$ cat src/rtl/mtr_drv.sv
// Three-phase bridge driver: 11-bit PWM carrier, per-phase request mux and
// dead-time (non-overlap) insertion on the six gate outputs.
module mtr_drv #(
    parameter int DEAD = 32
) (
    input  logic        clk,
    input  logic        rst_n,
    input  logic [10:0] duty,
    input  logic [1:0]  selGrn,
    input  logic [1:0]  selYlw,
    input  logic [1:0]  selBlu,
    output logic        highGrn,
    output logic        lowGrn,
    output logic        highYlw,
    output logic        lowYlw,
    output logic        highBlu,
    output logic        lowBlu,
    output logic        PWM_synch
);

    localparam logic [5:0] DEAD_LAST = 6'(DEAD - 1);

    logic [10:0] cnt;
    logic        PWM_sig;

    logic [1:0]  sel [3];
    logic [2:0]  req_h;
    logic [2:0]  req_l;
    logic [2:0]  prev_h;
    logic [2:0]  prev_l;
    logic [2:0]  changed;
    logic [2:0]  high;
    logic [2:0]  low;
    logic [5:0]  dcnt [3];

    // Free-running carrier; PWM_synch marks the first clock of each period.
    always_ff @(posedge clk or negedge rst_n) begin
        if (!rst_n) begin
            cnt       <= '0;
            PWM_sig   <= 1'b0;
            PWM_synch <= 1'b0;
        end else begin
            cnt       <= cnt + 11'd1;
            PWM_sig   <= (cnt < duty);
            PWM_synch <= (cnt == 11'h7FF);
        end
    end

    assign sel[0] = selGrn;
    assign sel[1] = selYlw;
    assign sel[2] = selBlu;

    always_comb begin
        req_h = '0;
        req_l = '0;
        for (int i = 0; i < 3; i++) begin
            case (sel[i])
                2'b10:   begin req_h[i] = PWM_sig;  req_l[i] = ~PWM_sig; end
                2'b01:   begin req_h[i] = ~PWM_sig; req_l[i] = PWM_sig;  end
                2'b11:   begin req_h[i] = 1'b0;     req_l[i] = PWM_sig;  end
                default: begin req_h[i] = 1'b0;     req_l[i] = 1'b0;     end
            endcase
        end
    end

    assign changed = (req_h ^ prev_h) | (req_l ^ prev_l);

    // Any request change cuts both gates at once; a request is only passed
    // through after it has held steady for the full dead-time.
    always_ff @(posedge clk or negedge rst_n) begin
        if (!rst_n) begin
            prev_h <= '0;
            prev_l <= '0;
            high   <= '0;
            low    <= '0;
            for (int i = 0; i < 3; i++) begin
                dcnt[i] <= '0;
            end
        end else begin
            prev_h <= req_h;
            prev_l <= req_l;
            for (int i = 0; i < 3; i++) begin
                if (changed[i]) begin
                    high[i] <= 1'b0;
                    low[i]  <= 1'b0;
                    dcnt[i] <= '0;
                end else if (dcnt[i] < DEAD_LAST) begin
                    high[i] <= 1'b0;
                    low[i]  <= 1'b0;
                    dcnt[i] <= dcnt[i] + 6'd1;
                end else begin
                    high[i] <= req_h[i];
                    low[i]  <= req_l[i];
                end
            end
        end
    end

    assign highGrn = high[0];
    assign lowGrn  = low[0];
    assign highYlw = high[1];
    assign lowYlw  = low[1];
    assign highBlu = high[2];
    assign lowBlu  = low[2];

endmodule

$ cat config.mk
export PLATFORM = sky130hd
export DESIGN_NAME = mtr_drv
export DESIGN_NICKNAME = d
export VERILOG_FILES = /design/src/rtl/mtr_drv.sv
export SDC_FILE = /design/constraint.sdc
export NUM_CORES = 1
export LEC_CHECK = 0
export ABC_AREA = 1
export BUFFER_PORTS_ARGS = -buffer_cell sky130_fd_sc_hd__buf_2
export CAP_MARGIN = 10
export CORE_ASPECT_RATIO = 1.25
export CORE_MARGIN = 2
export CORE_UTILIZATION = 34
export CTS_CLUSTER_DIAMETER = 150
export DETAILED_ROUTE_END_ITERATION = 6
export PLACE_DENSITY = 0.62
export SYNTH_ARGS = -nofsm -noshare
export SYNTH_HDL_FRONTEND = slang
export SYNTH_SLANG_ARGS = --single-unit
$ cat constraint.sdc
create_clock -name clk -period 2.28 [get_ports clk]
set_input_delay 0.57 -clock clk [delete_from_list [all_inputs] [get_ports clk]]
set_output_delay 0.57 -clock clk [all_outputs]
set_load 0.02 [all_outputs]
Word-level counts from Yosys, hierarchy flattened
Cells that the tools add are included.
Widths: inputs -> output; s select.
{"block": "totals", "ff_bits": 43, "in_bits": 19, "output_inout_bits": 7, "wordCells": 62}
{"block": "classes", "add_sub_neg": 4, "magnitude_cmp": 4, "eq_ne": 10, "n_mux": 24, "bitwise_logic": 4, "reduce_logical": 6}
{"op": "$mux 6", "n": 6}
{"op": "$add 6x1->6 const B", "n": 3}
{"op": "$lt 6x5->1 const B", "n": 3}
{"op": "$eq 2x2->1 const B", "n": 6}
{"op": "$mux 1", "n": 12}
{"op": "$pmux 1 s2", "n": 6}
{"op": "$add 11x1->11 const B", "n": 1}
{"op": "$eq 11x11->1 const B", "n": 1}
{"op": "$lt 11x11->1", "n": 1}
{"op": "$eq 2x1->1 const B", "n": 3}
{"op": "$reduce_bool 2->1", "n": 3}
{"op": "$reduce_or 2->1", "n": 3}
{"op": "$xor 3x3->3", "n": 2}
{"op": "$or 3x3->3", "n": 1}
{"op": "$not 1->1", "n": 1}

Longest topological paths before layout
{"block": "logic_depth", "depth_word": 6, "ltp_mapped": 9, "mapped_depth_nobuf": 9}

Worst setup path after synthesis
No wires, ideal clock.
{"block": "synth_timing", "kind": "in2reg", "start": "input port duty[10]", "end": "register PWM_sig", "setup_ns": 0.117, "arrival_ns": 1.255, "t_required_ns": 2.163, "slack_ns": 0.908, "path_stages": 7, "n_path_buf": 0, "cell_sequence": "inv_1 > ha_1 > nand2_1 > nor2_1 > nand4_1 > nor2_1 > nor2_1"}
{"block": "synth_between", "elab_chain_len": 1}
{"element": "start, declared", "line": "8", "rtl": "input logic [10:0] duty,"}
{"element": "$lt 11x11->1", "line": "44", "rtl": "PWM_sig <= (cnt < duty);"}
{"element": "end signal, assigned", "line": "44"}
{"element": "end, declared", "line": "24", "rtl": "logic PWM_sig;"}
No other way between the ends.
A chain may end at the register's enable or synchronous reset.

Worst setup path in the final report
{"block": "layout_timing", "start": "register cnt[0]", "end": "register PWM_synch"}
{"block": "layout_between", "elab_chain_len": 1}
{"element": "start, declared", "line": "23", "rtl": "logic [10:0] cnt;"}
{"element": "start signal, assigned", "line": "43", "rtl": "cnt <= cnt + 11'd1;"}
{"element": "$eq 11x11->1", "line": "45", "rtl": "PWM_synch <= (cnt == 11'h7FF);"}
{"element": "end signal, assigned", "line": "45"}
{"element": "end, declared", "line": "18", "rtl": "output logic PWM_synch"}
No other way between the ends.

==> results.md <==
- Yosys warning count: 0
- Share of cells above drive strength 1: 0.158
- Syn Nets: 310
- DRC: 0
- Root buf cell: clkbuf_8
- Hold crit path type: input port to asynchronous set/reset pin
- Nets: 343
- Layout Utilization: 0.404
- Cell Rows: 33
- Area delta synth->final: 15.5%
- Initial antenna violation count: 0
- I/O pins: 26
- Pwr Density: 541 nW/µm²
- Routed length per instance: 10.3 µm
- Clock transition at path regs: 0.08 ns
- Post-Syn Area per Cell: 8.24 µm²
- Post-cts sizing count: 0
- Clk buf depth: 2
- Filler cells: 691
- WS Path Type: register to register
- Die area: 7390 µm²
- Critical path data arrival time: 1.56 ns
- Final Critical Period: 1.38 ns
- First-pass GRT wire length: 7.39 mm
- Largest net degree at the start of global routing: 23
- H-tree depth: 2
- Drt via density: 4.58
- Die extent in y: 95.6 µm
- Post-DP HPWL: 3.11 mm
- Tcrit/Tclk final: 0.605
- Static leakage: 0.00138 µW
- Buffers on Ports: 25
- Cells after synthesis: 277
- Reg2reg path depth: 5
- RSZ-0062 raised after global routing: false
- Iteration-0 DRC Markers: 166
- Routed WL: 4.11 mm
- Setup bufs post-CTS: 0
- Grt total ovfl: 0
- Maximum vdd drop: 278 µV
- TritonCTS clock tree: yes
- Worst Setup Start Kind: register
- Worst Path Required: 2.46 ns
- RR Startpoint: cnt[0]
- CP endpoint kind: register
- Routed Antenna Nets: 0
- Final Hold Violating Endpoints: 0
- Max FO, Critical Path: 3
- Sequential share of the synthesized area: 0.471
- Antenna Cells: 0
- DR pass1 iterations: 4
- Hold-fix buffers, CTS: 0
- Reg-to-reg slack, setup: 0.90 ns
- Initial Util: 0.350
- Worst-Skew Late Latency: 0.29 ns
- CTS Sinks: 43
- Netlist Area Pre-Place: 2280 µm²
- Core area: 6520 µm²
- DIE WIDTH: 77.3 µm
- Capturing point of the worst reg2reg path: PWM_synch
- Final setup vio count: 0
- Number of global-route vias before repair: 1735
- Max-slew headroom: 0.656
- Setup TNS: 0 ns
- Gr usage total: 0.123
- #FFs+latches synth: 43
- Measured slew at the worst slew-check pin: 0.516 ns
- Vias: 1824
- Max Cap Violations: 0
- Outcome: complete, no violations
- Worst Skew: 0.00534 ns
- Pins Over Slew Limit: 0
- Total CTS buffers: 5
- Placer congestion estimate: 0.844
- Highest clock rate: 724 MHz
- Synth unique cells: 23
[metal layers]
layer / GRT usage / wire, µm
met1: 0.157 / 1980
met2: 0.204 / 1920
met3: 0.0246 / 137
met4: 0.0491 / 68
met5: 0 / 0
[per-stage QoR]
step | instances | hold WS (ns) | power (µW) | cell area [µm²] | setup slack (ns)
after floorplan | 277 | 0.274 | 873 | 2280 | 0.908
after CTS | 398 | 0.263 | 1450 | 2640 | 0.886
final | 398 | 0.242 | 1430 | 2640 | 0.900
after global routing | 398 | 0.280 | 1510 | 2640 | 0.773
after global placement | 390 | 0.469 | 924 | 2540 | 0.718
after detailed placement | 390 | 0.469 | 928 | 2540 | 0.673
[how the worst max path moves through the flow]
stage	from	to	slack, ns	cells past startpoint
2_1_floorplan	duty[10]	PWM_sig	0.91	7
3_3_place_gp	duty[10]	PWM_sig	0.72	8
3_5_place_dp	duty[10]	PWM_sig	0.67	8
4_1_cts	high[2]	highBlu	0.89	1
5_1_grt	cnt[1]	PWM_synch	0.77	5
6_report	cnt[0]	PWM_synch	0.90	5
[worst max-delay path, cell delays in order, from the launching register on]
cell     delay, ns
dfrtp_1       0.39
ha_1          0.20
nand3_1       0.13
nor2_1        0.24
nand2_1       0.12
nor4_1        0.20
[report_power, final]
group | switching (µW) | internal, µW | total [µW]
combinational | 75.6 | 48.2 | 124
sequential | 10.2 | 776 | 786
clock | 241 | 276 | 517
[cells by family after synthesis]
family	after synthesis	synth area share
AOI/OAI and AO/OA	12	0.0334
xor gates and xnor gates	8	0.0307
adders and majority gates	14	0.0768
buffers and inverters	38	0.0625
DFF	43	0.471
and+or+nand+nor	162	0.325
[placed cells by master, fill, tap and decap left out, types with 7 or more instances in the layout]
cell       n
nand2_1   70
dfrtp_1   43
inv_1     37
nor2_1    37
buf_2     25
nand3_1   22
ha_1      14
nand2_2   10
nand4_1    8
clkbuf_8   7
[Yosys cell counts]
library cell | number | share of area
a41oi_1 | 3 | 0.012
inv_1 | 37 | 0.061
a21o_1 | 1 | 0.0033
nand2_2 | 10 | 0.027
xor2_1 | 6 | 0.023
nand3b_1 | 6 | 0.020
nor4_1 | 1 | 0.0027
nor3_2 | 1 | 0.0044
o21ai_0 | 1 | 0.0022
nor2_1 | 37 | 0.061
nor3_1 | 3 | 0.0066
nand4_2 | 2 | 0.011
nand3_2 | 1 | 0.0044
nand3_1 | 22 | 0.048
nor2_2 | 1 | 0.0027
ha_1 | 14 | 0.077
o21a_1 | 1 | 0.0033
nand4_1 | 8 | 0.022
nand2_1 | 70 | 0.12
xnor2_1 | 2 | 0.0077
dfrtp_1 | 43 | 0.47
inv_2 | 1 | 0.0016
a21oi_1 | 6 | 0.013
[registers in the layout, indices dropped and copies added, names as in the netlist]
register and count:
PWM_synch 1, PWM_sig 1, prev_h 3, cnt 11, prev_l 3, low 3
dcnt 18, high 3
[layout make-up]
class | count | area (µm²) | share of cell area
multi-input combinational | 196 | 1060 | 0.403
timing repair buffer | 26 | 145 | 0.0551
inverter | 38 | 143 | 0.0541
sequential | 43 | 1080 | 0.408
tap | 87 | 109 | 0.0413
clock buffer | 8 | 100 | 0.0380
Power figures use the tool's default switching activity.
